`src/rtl/isp_pkg.sv`:
```
// Shared types for the Bayer stream transmitter.
// Holds the FSM encoding and the GBRG colour-phase helper.
package isp_pkg;

  typedef enum logic [2:0] {
    IDLE,
    LEAD,
    ACTIVE,
    GAP,
    FLUSH
  } tx_state_t;

  typedef enum logic [1:0] {
    BAYER_R,
    BAYER_G,
    BAYER_B
  } bayer_color_t;

  function automatic bayer_color_t bayer_color(
    input logic row_lsb,
    input logic col_lsb
  );
    unique case ({row_lsb, col_lsb})
      2'b00:   bayer_color = BAYER_G;
      2'b01:   bayer_color = BAYER_B;
      2'b10:   bayer_color = BAYER_R;
      default: bayer_color = BAYER_G;
    endcase
  endfunction

endpackage

```
`src/rtl/raster_counter.sv`:
```
// Column/row position counter for one raster frame.
// Wraps to (0,0) after the last pixel of the frame.
module raster_counter #(
  parameter int width  = 320,
  parameter int height = 240
) (
  input  logic                      clk,
  input  logic                      reset,
  input  logic                      adv,
  input  logic                      clr,
  output logic [$clog2(width)-1:0]  col,
  output logic [$clog2(height)-1:0] row,
  output logic                      endOfRow,
  output logic                      endOfFrame
);

  localparam int CW = $clog2(width);
  localparam int RW = $clog2(height);

  assign endOfRow   = (col == CW'(width - 1));
  assign endOfFrame = endOfRow && (row == RW'(height - 1));

  always_ff @(posedge clk) begin
    if (!reset || clr) begin
      col <= '0;
      row <= '0;
    end else if (adv) begin
      if (endOfRow) begin
        col <= '0;
        row <= endOfFrame ? '0 : row + 1'b1;
      end else begin
        col <= col + 1'b1;
      end
    end
  end

endmodule

```
`src/rtl/bayer_stream_tx.sv`:
```
// RGB-to-GBRG raw stream source with lead-in, row gaps and frame flush.
// Define BAYER_TX_FLUSH_EN to enable the end-of-frame FLUSH state.
module bayer_stream_tx
  import isp_pkg::*;
#(
  parameter int width      = 320,
  parameter int height     = 240,
  parameter int leadCycles = 32,
  parameter int rowGap     = 16
) (
  input  logic       clk,
  input  logic       reset,
  input  logic       iStart,
  input  logic       iValid,
  input  logic [7:0] iR,
  input  logic [7:0] iG,
  input  logic [7:0] iB,
  output logic       oReady,
  input  logic       iDone,
  output logic       newFrame,
  output logic       oValid,
  output logic [7:0] oData,
  output logic       oBusy
);

  localparam int MAXC =
    (leadCycles > rowGap) ? leadCycles : rowGap;
  localparam int CW = $clog2(MAXC + 1);

`ifdef BAYER_TX_FLUSH_EN
  localparam tx_state_t LAST_NEXT = FLUSH;
`else
  localparam tx_state_t LAST_NEXT = IDLE;
  logic unused_done;
  assign unused_done = iDone;
`endif

  tx_state_t state, state_n;
  logic [CW-1:0] cnt, cnt_n;
  logic [$clog2(width)-1:0]  col;
  logic [$clog2(height)-1:0] row;
  logic eor, eof, adv, clr;
  logic nf_n, ov_n;
  logic [7:0] od_n, pix;

  raster_counter #(
    .width (width),
    .height(height)
  ) u_raster (
    .clk       (clk),
    .reset     (reset),
    .adv       (adv),
    .clr       (clr),
    .col       (col),
    .row       (row),
    .endOfRow  (eor),
    .endOfFrame(eof)
  );

  always_comb begin
    case (bayer_color(row[0], col[0]))
      BAYER_R: pix = iR;
      BAYER_B: pix = iB;
      default: pix = iG;
    endcase
  end

  always_comb begin
    state_n = state;
    cnt_n   = cnt;
    adv     = 1'b0;
    clr     = 1'b0;
    nf_n    = 1'b0;
    ov_n    = 1'b0;
    od_n    = 8'd0;
    unique case (state)
      IDLE: begin
        clr   = 1'b1;
        cnt_n = '0;
        if (iStart) begin
          state_n = LEAD;
          nf_n    = 1'b1;
        end
      end
      LEAD: begin
        if (cnt == CW'(leadCycles - 1)) begin
          state_n = ACTIVE;
          cnt_n   = '0;
        end else begin
          cnt_n = cnt + 1'b1;
        end
      end
      ACTIVE: begin
        if (iValid) begin
          adv  = 1'b1;
          ov_n = 1'b1;
          od_n = pix;
          if (eor)
            state_n = eof ? LAST_NEXT : GAP;
        end
      end
      GAP: begin
        if (cnt == CW'(rowGap - 1)) begin
          state_n = ACTIVE;
          cnt_n   = '0;
        end else begin
          cnt_n = cnt + 1'b1;
        end
      end
`ifdef BAYER_TX_FLUSH_EN
      FLUSH: begin
        if (iDone)
          state_n = IDLE;
        else
          ov_n = 1'b1;
      end
`endif
      default: state_n = IDLE;
    endcase
  end

  // Outputs are registered from next-state so ready tracks state only
  always_ff @(posedge clk) begin
    if (!reset) begin
      state    <= IDLE;
      cnt      <= '0;
      newFrame <= 1'b0;
      oValid   <= 1'b0;
      oData    <= 8'd0;
      oReady   <= 1'b0;
      oBusy    <= 1'b0;
    end else begin
      state    <= state_n;
      cnt      <= cnt_n;
      newFrame <= nf_n;
      oValid   <= ov_n;
      oData    <= od_n;
      oReady   <= (state_n == ACTIVE);
      oBusy    <= (state_n != IDLE);
    end
  end

endmodule

```
`config.mk`:
```
export PLATFORM = sky130hd
export DESIGN_NAME = bayer_stream_tx
export DESIGN_NICKNAME = d
export VERILOG_FILES = /design/src/rtl/isp_pkg.sv /design/src/rtl/raster_counter.sv /design/src/rtl/bayer_stream_tx.sv
export SDC_FILE = /design/constraint.sdc
export NUM_CORES = 1
export LEC_CHECK = 0
export BUFFER_PORTS_ARGS = -buffer_cell sky130_fd_sc_hd__buf_2
export CORE_MARGIN = 1
export CORE_UTILIZATION = 47
export DETAILED_ROUTE_END_ITERATION = 6
export PLACE_DENSITY = 0.79
export SETUP_SLACK_MARGIN = 0.02
export SLEW_MARGIN = 20
export SYNTH_ARGS = -nofsm -noshare
export SYNTH_HDL_FRONTEND = slang
export SYNTH_HIERARCHICAL = 1
export SYNTH_SLANG_ARGS = --single-unit
```
`constraint.sdc`:
```
create_clock -name clk -period 2.48 [get_ports clk]
set_clock_uncertainty 0.05 [all_clocks]
set_input_delay 0.62 -clock clk [delete_from_list [all_inputs] [get_ports clk]]
set_output_delay 0.62 -clock clk [all_outputs]
set_load 0.02 [all_outputs]
```
# == Word-level counts from Yosys, hierarchy flattened ==
# Cells that the tools add are included.
# word_totals
regBits,38
input_bits,29
out_inout_bits,12
wordCells,51
# classes
addsub,3
n_eq_ne,11
mux,18
reduce_logical,10
# ops
op,n
one-hot mux 6 bit (3 select lines),1
one-hot mux 8 bit (2 select lines),1
2-to-1 mux 3 bit,5
2-to-1 mux 6 bit,2
one-hot mux 3 bit (4 select lines),1
"adder 9 x 1 -> 9 bit, second input constant",1
"equality test 3 x 2 -> 1 bit, second input constant",3
"equality test 9 bit, second input constant",1
2-to-1 mux 9 bit,1
"adder 8 x 1 -> 8 bit, second input constant",1
"equality test 8 bit, second input constant",1
2-to-1 mux 8 bit,1
"adder 6 x 1 -> 6 bit, second input constant",1
"equality test 6 x 4 -> 1 bit, second input constant",1
"equality test 6 x 5 -> 1 bit, second input constant",1
nonzero test 3 bit,2
"equality test 2 bit, second input constant",2
2-to-1 mux 1 bit,4
one-hot mux 2 bit (2 select lines),1
AND reduction 2 bit,2
"equality test 3 x 1 -> 1 bit, second input constant",1
logical NOT 3 bit,1
AND reduction 3 bit,1
"equality test 2 x 1 -> 1 bit, second input constant",1
5 further kinds,5

# == Logic depth before layout (Yosys ltp) ==
# Gate-level depths: netlist of run 1.
# depth
ltp_word,7
ltp_mapped,8
depth_no_buf,7

# == Modules after synthesis ==
# The synthesis of run 1 kept the hierarchy.
# by_module_without_submodules
module,n_inst,cells_each,area_each_um2,seq_area_each_um2
bayer_stream_tx,1,116,967.2,420.4
raster_counter,1,107,888.4,340.3

# == Least setup slack after synthesis of run 1 ==
# OpenSTA, ideal clock, no wires.
# synth_path
path_type,input port to flip-flop
from,in iValid
to,reg u_raster.row[5]
t_arrival_ns,2.019
required_ns,2.360
setup_slack_ns,0.340
stages,5
n_path_buf,0
path_cell_list,and4bb_1 > and3_1 > nand3_1 > or4_1 > a21oi_1
# synth_between
elab_chain_cells,3
# synth_lines
element,line,text
"start, declared",bayer_stream_tx.sv:14,"input logic iValid,"
2-to-1 mux 1 bit,bayer_stream_tx.sv:94,if (iValid) begin
2-to-1 mux 1 bit,bayer_stream_tx.sv:76,unique case (state)
AND reduction 2 bit (no source line),-,
"end signal, assigned",raster_counter.sv:30,row <= endOfFrame ? '0 : row + 1'b1;
"end, declared",raster_counter.sv:12,"output logic [$clog2(height)-1:0] row,"
# No other way between the ends.
# A chain may end at the register's enable or synchronous reset.

# == Worst setup path in the final report of run 1 ==
# layout_path
from,reg u_raster.row[1]
to,reg oBusy
# layout_between
elab_chain_cells,7
# layout_lines
element,line,text
equality test 8 bit,raster_counter.sv:21,assign endOfFrame = endOfRow && (row == RW'(height - 1));
logical AND 1 bit,raster_counter.sv:21,
named net eof,bayer_stream_tx.sv:42,"logic eor, eof, adv, clr;"
2-to-1 mux 2 bit,bayer_stream_tx.sv:99,state_n = eof ? LAST_NEXT : GAP;
2-to-1 mux 3 bit,bayer_stream_tx.sv:98,if (eor)
2-to-1 mux 3 bit,bayer_stream_tx.sv:94,
one-hot mux 3 bit (4 select lines),bayer_stream_tx.sv:76,
nonzero test 3 bit,bayer_stream_tx.sv:139,oBusy <= (state_n != IDLE);
"end signal, assigned",bayer_stream_tx.sv:139,
"end, declared",bayer_stream_tx.sv:23,output logic oBusy
# The timed path passes the listed nets, and every way through them passes these cells.

==> flow_summary_export.csv, run 1 <==
group,metric,value,unit
synthesis,synth_flop_cell,"dfxtp_1",
power_and_ir_drop,intPower,835,uW
die,die_h,64.8,um
placed_design,place_area,2120,um2
clock_tree,cts_setup_buffers,0,
synthesis,synth_commonest_cells,"dfxtp_1, nor2_1, a21oi_1",
synthesis,syn_area,1860,um2
clock_tree,cts.sinks,38,
placed_design,port_buffers,39,
drt,wl_met2,1.78,mm
drt,wl_per_cell,12.1,um
worst_setup_path,required,2610,ps
synthesis,yosysMostFrequentCell,"dfxtp_1",
timing,period_needed,2230,ps
drt,detail_route.first_pass.iterations,4,
power_and_ir_drop,p_clk_share,38.3,%
die,fp.dieW,64.8,um
synthesis,yosysWarnings,6,
die,core,3720,um2
global_routing,antenna_found_initial,0,
synthesis,synth_cell_type_count,45,
die,die-area,4200,um2
power_and_ir_drop,power.total,1.07,mW
synthesis,avgSynthCellArea,8.32,um2
clock_tree,cts_hold_buf,0,
synthesis,synth_edf_count,0,
worst_setup_path,path_max_fanout,6,
global_routing,track_usage,20.5,%
clock_tree,cts_root_buf,"clkbuf_8",
placed_design,place_hpwl,2.75,mm
drt,num_vias,1731,
timing,slew_violations,0,
finish,finalNonFillerCells,315,
timing,fin_hold_ws,445,ps
finish,insertedDiodeCount,0,
timing,finalCritPeriodShare,89.8,%
synthesis,synth_top_family_by_area,"simple AND/OR/NAND/NOR gates",
finish,multiInputGateArea,1030,um2
finish,nNetsFinal,300,
synthesis,synth_seq_cells,38,
power_and_ir_drop,seq_power_share,57.3,%
clock_tree,clk_path_buf_depth,2,
synthesis,yosys.area.top_type_share,41.0,%
finish,ff_latch_area,761,um2
synthesis,synth-xor-area-share,3.78,%
drt,highest_layer,"met4",
drt,drt_iter0_drc,127,
finish,fin_area,2200,um2
global_routing,grt_pass1_wl,6.67,mm
synthesis,synthCells,223,
synthesis,yosys.area_share.simple,28.5,%
timing,max_freq,0.449,GHz
clock_tree,h-tree-depth,2,
synthesis,async_reset_ff_share,0,%
global_routing,grt_pass1_vias,1617,
worst_setup_path,critPathLaunchType,"register",
timing,fin_setup_tns,0,ps
drt,wl_met3,183,um
clock_tree,cts_tree,"built",
worst_setup_path,critical_path_class,"reg -> reg",
hold_path,hold_class,"reg -> reg",
finish,areaGrowthSynthToFinish,18.7,%
timing,rsz0062_at_grt,"no",
die,ios,41,
synthesis,yosys.area.top_type,"dfxtp_1",
global_routing,grt_max_degree,17,
timing,setup_violations,0,
synthesis,synth_compound_area_share,18.7,%
global_routing,grt-ovfl-total,0,
clock_tree,post_cts_resize_count,0,
synthesis,synth_fa_ha_area_share,3.37,%
power_and_ir_drop,power_switching,239,uW
power_and_ir_drop,leakagePower,0.827,nW
placed_design,dp.cells,307,
finish,nFillCells,336,
drt,drc,0,
job,maxCapViolCount,0,
power_and_ir_drop,ir_drop,434,uV
synthesis,synth_mux_area_share,1.08,%
clock_tree,clkTransAtPathRegs,80,ps
drt,avgViaCountPerCell,5.50,
power_and_ir_drop,powerDensity,488,nW/um2
clock_tree,cts-buffers-inserted,5,
drt,ant_nets,0,
finish,drive_above_1_share,20.6,%
placed_design,place.gp.congestion,0.799,
status,status,"finished, final reports clean",
synthesis,yosysSeqAreaShare,41.0,%
power_and_ir_drop,pwr-share-comb,4.4,%
worst_setup_path,end_kind,"register",
die,core.rowCount,22,
synthesis,syn_nets,257,
clock_tree,insertion_delay,290,ps
die,initial_core_util,49.9,%
power_and_ir_drop,p_sw_share,22.3,%
drt,wl_met1,1.81,mm
drt,wl,3.80,mm
worst_setup_path,crit_arrival,2360,ps
timing,final_hold_viol_count,0,
synthesis,synth_area_leaders,"dfxtp_1, nor2_1, a21oi_1, a22oi_1, nand2_1",
## cell type report
| class | instances | share of cell area [%] |
|---|---|---|
| clock buffers | 6 | 3.30 |
| clock inverters | 2 | 0.625 |
| inverters | 8 | 1.36 |
| multi-input cells | 169 | 46.9 |
| flip-flops and latches | 38 | 34.5 |
| well taps | 48 | 2.73 |
| repair buffers | 44 | 10.6 |
## layer usage
metal / up-vias / global-route usage [%]
li1: 883 / -
met1: 803 / 25.2
met2: 43 / 33.2
met3: 2 / 6.51
met4: 0 / 8.06
met5: - / 0
## power groups by stage
stage | clock network (mW) | logic, mW | registers [mW]
floorplan | 0 | 0.0209 | 0.630
global placement | 0 | 0.0464 | 0.630
detailed placement | 0 | 0.0473 | 0.630
CTS | 0.424 | 0.0477 | 0.616
global route | 0.448 | 0.0527 | 0.616
finish | 0.411 | 0.0472 | 0.616
## cell usage in the layout, fill, tap and decap left out, types with 4 or more instances in the layout
cell type	instances
a22oi_1	9
nor2b_1	4
and3_1	4
inv_1	8
buf_2	39
or3_1	5
nand2b_1	4
nand3_1	11
nor4_1	4
o21ai_0	7
nor2_1	29
a21oi_1	19
clkbuf_8	5
ha_1	5
xnor2_1	5
dfxtp_1	38
nand2_1	18
buf_4	5
## final timing paths
check,start,end,slack [ps],depth (start not counted)
worst max-delay path,u_raster/row[1]$_SDFFE_PP0P_,oBusy$_SDFF_PN0_,250,7
worst min-delay path,u_raster/col[1]$_SDFFE_PP0P_,u_raster/col[1]$_SDFFE_PP0P_,450,2
worst max register to register,u_raster/row[1]$_SDFFE_PP0P_,oBusy$_SDFF_PN0_,250,7
worst min register to register,u_raster/col[1]$_SDFFE_PP0P_,u_raster/col[1]$_SDFFE_PP0P_,450,2
## critical path: stages, from the launching register on
cell	delay, ps
dfxtp_1	430
ha_1	230
and4bb_1	250
nor4bb_1	420
inv_1	110
o31ai_1	300
a21oi_2	110
or2_1	230
## stage by stage
stage	util, %	setup slack, ps
after floorplan	-	340
after global placement	56.9	307
after detailed placement	56.9	282
after CTS	59.3	263
after global routing	59.3	63.0
final	59.3	252
## cell families after synthesis
family                   after synthesis
AND/OR/NAND/NOR                      100
AO/OA/AOI/OAI                         53
flip-flops                            38
buffers and inverters                 16
XOR/XNOR                               8
adder cells (fa/ha/maj)                5
multiplexers                           2
other                                  1
## registers in the layout (all words and copies together) (netlist names)
register,flops
cnt,6
newFrame,1
oBusy,1
oData,8
oReady,1
oValid,1
state,3
u_raster/col,9
u_raster/row,8
Power figures use the tool's default switching activity.
==> inputs of run 2 (changes only) <==
REMOVE_ABC_BUFFERS = 1   (was not set)
==> run 2 against run 1 <==
- clock power is 27% higher
- highest routed layer unchanged
- final area up 0.91%
- largest cell class unchanged
- sequential cell count did not move
- critical path depth is the same
- non-clock buffer count is 1 lower
- sequential share of layout area is 0.31 points lower
- worst hold slack got worse by 2.1 ps
- final cell count decreased by 0.32%
- sequential power is essentially flat
- utilization rose by 0.54 points
- global-route usage is 1.5 points lower
- fmax increased by 1.4%
==> flow_summary_export.csv, run 2 (synthesis gave the netlist of run 1 again) <==
group,metric,value,unit
timing,period_needed,2200,ps
drt,wl_per_cell,11.9,um
clock_tree,cts.sinks,38,
timing,slew_violations,0,
power_and_ir_drop,leakagePower,0.827,nW
finish,fin_area,2220,um2
timing,rsz0062_at_grt,"no",
drt,drt_iter0_drc,69,
placed_design,place_hpwl,2.71,mm
clock_tree,cts_tree,"built",
timing,finalCritPeriodShare,88.6,%
timing,final_hold_viol_count,0,
finish,final_cell_mix,"buf_2, dfxtp_1, nor2_1",
drt,ant_nets,0,
finish,reg_top3,"u_raster/col: 9 flops, oData: 8 flops, u_raster/row: 8 flops",
drt,avgViaCountPerCell,5.37,
global_routing,grt_max_degree,17,
clock_tree,clkTransAtPathRegs,80,ps
worst_setup_path,cpMaxStageDelayCell,"dfxtp_1",
status,status,"finished, final reports clean",
die,ios,41,
finish,finalNonFillerCells,314,
die,core,3720,um2
finish,insertedDiodeCount,0,
clock_tree,cts_root_buf,"clkbuf_8",
global_routing,antenna_found_initial,0,
timing,fin_hold_ws,443,ps
worst_setup_path,critPathLaunchType,"register",
timing,setup_violations,0,
worst_setup_path,cpPeakStageDelay,420,ps
timing,max_freq,0.455,GHz
worst_setup_path,required,2620,ps
clock_tree,cts-buffers-inserted,5,
placed_design,port_buffers,39,
finish,areaGrowthSynthToFinish,19.8,%
clock_tree,insertion_delay,290,ps
global_routing,grt-ovfl-total,0,
timing,fin_setup_tns,0,ps
placed_design,pre_cts_ws,303,ps
die,fp.dieW,64.8,um
die,die_h,64.8,um
placed_design,dp.cells,306,
hold_path,hold_class,"reg -> reg",
job,maxCapViolCount,0,
drt,wl,3.74,mm
finish,largest_reg_flops,9,
worst_setup_path,critical_path_class,"reg -> reg",
worst_setup_path,crit_path_cell_trace,"ha_1 -> and4bb_1 -> nor4bb_1 -> inv_1 -> o31ai_1 -> a21oi_2 -> or2_1",
power_and_ir_drop,ir_drop,466,uV
global_routing,grt_pass1_vias,1456,
finish,final_common_cell,"buf_2",
clock_tree,cts_setup_buffers,0,
timing,fin_ws,283,ps
drt,num_vias,1685,
placed_design,place_area,2110,um2
worst_setup_path,r2r_slack,280,ps
global_routing,grt_pass1_wl,6.18,mm
finish,top_register,"u_raster/col",
die,initial_core_util,49.9,%
power_and_ir_drop,powerDensity,534,nW/um2
finish,drive_above_1_share,20.7,%
placed_design,place.gp.congestion,0.786,
worst_setup_path,path_max_fanout,6,
clock_tree,post_cts_resize_count,0,
drt,drc,0,
clock_tree,clk_path_buf_depth,2,
die,core.rowCount,22,
die,die-area,4200,um2
worst_setup_path,end_kind,"register",
clock_tree,cts_hold_buf,0,
global_routing,track_usage,19.0,%
worst_setup_path,crit_arrival,2330,ps
clock_tree,h-tree-depth,2,
finish,nNetsFinal,299,
drt,detail_route.first_pass.iterations,4,
[run 2: final cells by class]
type                    count  area (um2)
multi-input cells         169        1030
clock buffers               5        68.8
clock inverters             3        45.0
repair buffers             43         225
fillers                   329        1490
inverters                   8        30.0
well taps                  48        60.1
flip-flops and latches     38         761
[run 2: stage by stage]
step | utilization, % | total power [mW]
floorplan | - | 0.648
global placement | 56.7 | 0.677
detailed placement | 56.7 | 0.677
CTS | 59.8 | 1.20
global route | 59.8 | 1.24
finish | 59.8 | 1.19
[run 2: routing by layer]
layer	GRT usage, %	wire length, um
met3	5.81	208
met5	0	0
met4	5.00	31
met1	23.1	1770
met2	32.3	1730
[run 2: final timing paths]
| kind | depth (start not counted) | to | start |
|---|---|---|---|
| min reg2reg | 2 | u_raster/col[1]$_SDFFE_PP0P_ | u_raster/col[1]$_SDFFE_PP0P_ |
| max reg2reg | 7 | oBusy$_SDFF_PN0_ | u_raster/row[1]$_SDFFE_PP0P_ |
| max | 7 | oBusy$_SDFF_PN0_ | u_raster/row[1]$_SDFFE_PP0P_ |
| min | 2 | u_raster/col[1]$_SDFFE_PP0P_ | u_raster/col[1]$_SDFFE_PP0P_ |
[run 2: power breakdown]
group          internal (mW)  leakage (nW)  switching (mW)
Clock                  0.299        0.0504           0.224
Sequential             0.612         0.307         0.00322
Combinational         0.0240         0.470          0.0235
[run 2: worst max-delay path, delay by kind of cell (launching register included)]
family	cells	cell delay, ps
AND/OR/NAND/NOR	3	880
flip-flops	1	420
AO/OA/AOI/OAI	2	410
buffers and inverters	1	110
adder cells (fa/ha/maj)	1	220
==> inputs of run 3 (changes only) <==
CELL_PAD_IN_SITES_DETAIL_PLACEMENT = 1   (was not set)
CELL_PAD_IN_SITES_GLOBAL_PLACEMENT = 1   (was not set)
CORE_UTILIZATION = 39   (was 47)
PLACE_DENSITY = 0.86   (was 0.79)
SLEW_MARGIN = not set   (was 20)
SYNTH_HIERARCHICAL = not set   (was 1)
==> run 3 against run 2 <==
- worst hold slack improved by 13 ps
- sequential cell count is the same
- clock-buffer cell count unchanged
- fmax increased by 11%
- non-clock buffer count decreased by 2
- via count increased by 1.2%
- critical path depth is 4 lower
- area after synthesis up 1.5%
- critical endpoint is now u_raster.row[4]$_SDFFE_PP0P_
- highest routed layer unchanged
==> flow_summary_export.csv, run 3 <==
group,metric,value,unit
power_and_ir_drop,intPower,830,uW
timing,max_slew_margin,28.7,%
worst_setup_path,path_buf_inv,0,
die,ios,41,
placed_design,place.gp.congestion,0.743,
synthesis,yosysWarnings,0,
die,die_h,71.5,um
power_and_ir_drop,p_clk_share,37.6,%
synthesis,synth_seq_cells,38,
worst_setup_path,cpMaxStageDelayCell,"o31ai_1",
worst_setup_path,path_max_fanout,12,
power_and_ir_drop,leakagePower,0.832,nW
synthesis,synthCells,223,
global_routing,antenna_found_initial,0,
clock_tree,insertion_delay,300,ps
timing,max_freq,0.504,GHz
timing,final_hold_viol_count,0,
worst_setup_path,critPathLaunchType,"register",
die,initial_core_util,41.8,%
placed_design,place_area,2110,um2
finish,largest_reg_flops,9,
drt,drc,0,
drt,drt_iter0_drc,87,
die,core.rowCount,24,
global_routing,grt_max_degree,17,
synthesis,async_reset_ff_share,0,%
synthesis,synth_edf_count,0,
power_and_ir_drop,p_sw_share,22.9,%
finish,final_cell_mix,"buf_2, dfxtp_1, nor2_1",
synthesis,yosys.area.top_type_share,40.4,%
drt,ant_nets,0,
power_and_ir_drop,power_switching,247,uW
global_routing,track_usage,18.9,%
power_and_ir_drop,powerDensity,493,nW/um2
synthesis,yosysSeqAreaShare,40.4,%
finish,final_common_cell,"buf_2",
clock_tree,h-tree-depth,2,
worst_setup_path,end_kind,"register",
timing,period_needed,1990,ps
timing,worst_pin_slew,1060,ps
placed_design,place_hpwl,3.28,mm
clock_tree,cts_setup_buffers,0,
clock_tree,cts_root_buf,"clkbuf_8",
worst_setup_path,critical_path_class,"reg -> reg",
global_routing,grt_pass1_vias,1771,
power_and_ir_drop,pwr-share-comb,5.0,%
synthesis,yosys.area.top_type,"dfxtp_1",
placed_design,dp.cells,304,
synthesis,avgSynthCellArea,8.44,um2
clock_tree,cts.sinks,38,
placed_design,port_buffers,39,
hold_path,hold_class,"reg -> reg",
status,status,"finished, final reports clean",
power_and_ir_drop,seq_power_share,57.5,%
clock_tree,cts_tree,"built",
worst_setup_path,crit_arrival,2110,ps
job,maxCapViolCount,0,
timing,slew_violations,0,
synthesis,synth_commonest_cells,"dfxtp_1, nor2_1, a21oi_1",
die,core,4500,um2
synthesis,synth_flop_cell,"dfxtp_1",
clock_tree,cts-buffers-inserted,5,
clock_tree,cts_hold_buf,0,
drt,wl_per_cell,14.1,um
die,fp.dieW,71.5,um
clock_tree,clk_path_buf_depth,2,
drt,wl,4.38,mm
finish,insertedDiodeCount,0,
finish,areaGrowthSynthToFinish,16.1,%
synthesis,synth_cell_type_count,47,
worst_setup_path,crit_path_cell_trace,"o31ai_1 -> o21bai_1 -> nor2_1",
worst_setup_path,required,2600,ps
timing,setup_violations,0,
power_and_ir_drop,ir_drop,235,uV
synthesis,synth_area_leaders,"dfxtp_1, nor2_1, a21oi_1, a22oi_1, ha_1",
worst_setup_path,cp_top_family,"compound AO/OA/AOI/OAI gates",
global_routing,grt_pass1_wl,7.65,mm
synthesis,syn_area,1880,um2
drt,detail_route.first_pass.iterations,4,
global_routing,grt-ovfl-total,0,
timing,fin_setup_tns,0,ps
timing,finalCritPeriodShare,80.1,%
worst_setup_path,cpPeakStageDelay,930,ps
finish,fin_area,2190,um2
clock_tree,clkTransAtPathRegs,70,ps
drt,num_vias,1706,
synthesis,yosysMostFrequentCell,"dfxtp_1",
finish,drive_above_1_share,20.8,%
clock_tree,post_cts_resize_count,0,
timing,rsz0062_at_grt,"no",
finish,reg_top3,"u_raster.col: 9 flops, oData: 8 flops, u_raster.row: 8 flops",
finish,nNetsFinal,293,
finish,finalNonFillerCells,311,
finish,top_register,"u_raster.col",
drt,avgViaCountPerCell,5.49,
die,die-area,5110,um2
[run 3: cell types whose count changed in the layout (fill, tap and decap cells not counted), sizes merged, moves of 3 or more]
cell / previous run / this run
a211oi: 0 / 3
nand2: 18 / 14
nor4: 4 / 0
nand4: 2 / 6
and3: 4 / 7
xor2: 3 / 7
xnor2: 5 / 2
and2: 1 / 4
nor2: 29 / 35
inv: 8 / 4
[run 3: worst paths after layout]
| kind | from | to | slack [ps] | cells after the start |
|---|---|---|---|---|
| worst max-delay path | state[1]$_SDFF_PN0_ | u_raster.row[4]$_SDFFE_PP0P_ | 490 | 3 |
| worst min-delay path | u_raster.row[3]$_SDFFE_PP0P_ | u_raster.row[3]$_SDFFE_PP0P_ | 460 | 2 |
| worst max register to register | state[1]$_SDFF_PN0_ | u_raster.row[4]$_SDFFE_PP0P_ | 490 | 3 |
| worst min register to register | u_raster.row[3]$_SDFFE_PP0P_ | u_raster.row[3]$_SDFFE_PP0P_ | 460 | 2 |
[run 3: final cells by class]
class,instances,area [um2]
clock buffers,5,68.8
inverters,4,15.0
clock inverters,2,10.0
multi-input cells,169,1060
fillers,574,2320
well taps,52,65.1
repair buffers,41,210
flip-flops and latches,38,761
[run 3: tightest hold or removal path, cell delays in order, from the launching register on]
cell     delay (ps)
dfxtp_1         330
o21ai_0          70
a21oi_1          60
[run 3: logic make-up (layout without fill, tap and decap cells)]
group | after synthesis | after routing | share of synthesized area (%)
and+or+nand+nor | 101 | 101 | 29.1
AOI/OAI and AO/OA | 49 | 49 | 17.1
DFF | 38 | 38 | 40.4
buffers and inverters | 16 | 52 | 3.52
xor gates and xnor gates | 9 | 9 | 4.19
adders and majority gates | 5 | 5 | 3.32
muxes | 4 | 4 | 2.19
other | 1 | 1 | 0.199
[run 3: power by group through the flow]
stage          combinational, mW  sequential (mW)  clock, mW
3_3_place_gp              0.0524            0.633          0
5_1_grt                   0.0594            0.619      0.452
6_report                  0.0535            0.619      0.405
2_1_floorplan             0.0221            0.633          0
3_5_place_dp              0.0537            0.633          0
4_1_cts                   0.0542            0.619      0.416
[run 3: per-layer routing]
metal | GRT usage (%) | wire length, um
met4 | 5.88 | 46
met3 | 6.47 | 159
met1 | 20.9 | 1910
met5 | 0 | 0
met2 | 34.3 | 2260
[run 3: per-stage QoR]
step / utilization, % / total power [mW] / hold WS [ps] / worst slack (ps)
2_1_floorplan: - / 0.655 / 412 / 335
3_3_place_gp: 46.8 / 0.685 / 433 / 473
3_5_place_dp: 46.8 / 0.687 / 446 / 436
4_1_cts: 48.5 / 1.09 / 456 / 466
5_1_grt: 48.5 / 1.13 / 488 / 309
6_report: 48.5 / 1.08 / 456 / 495
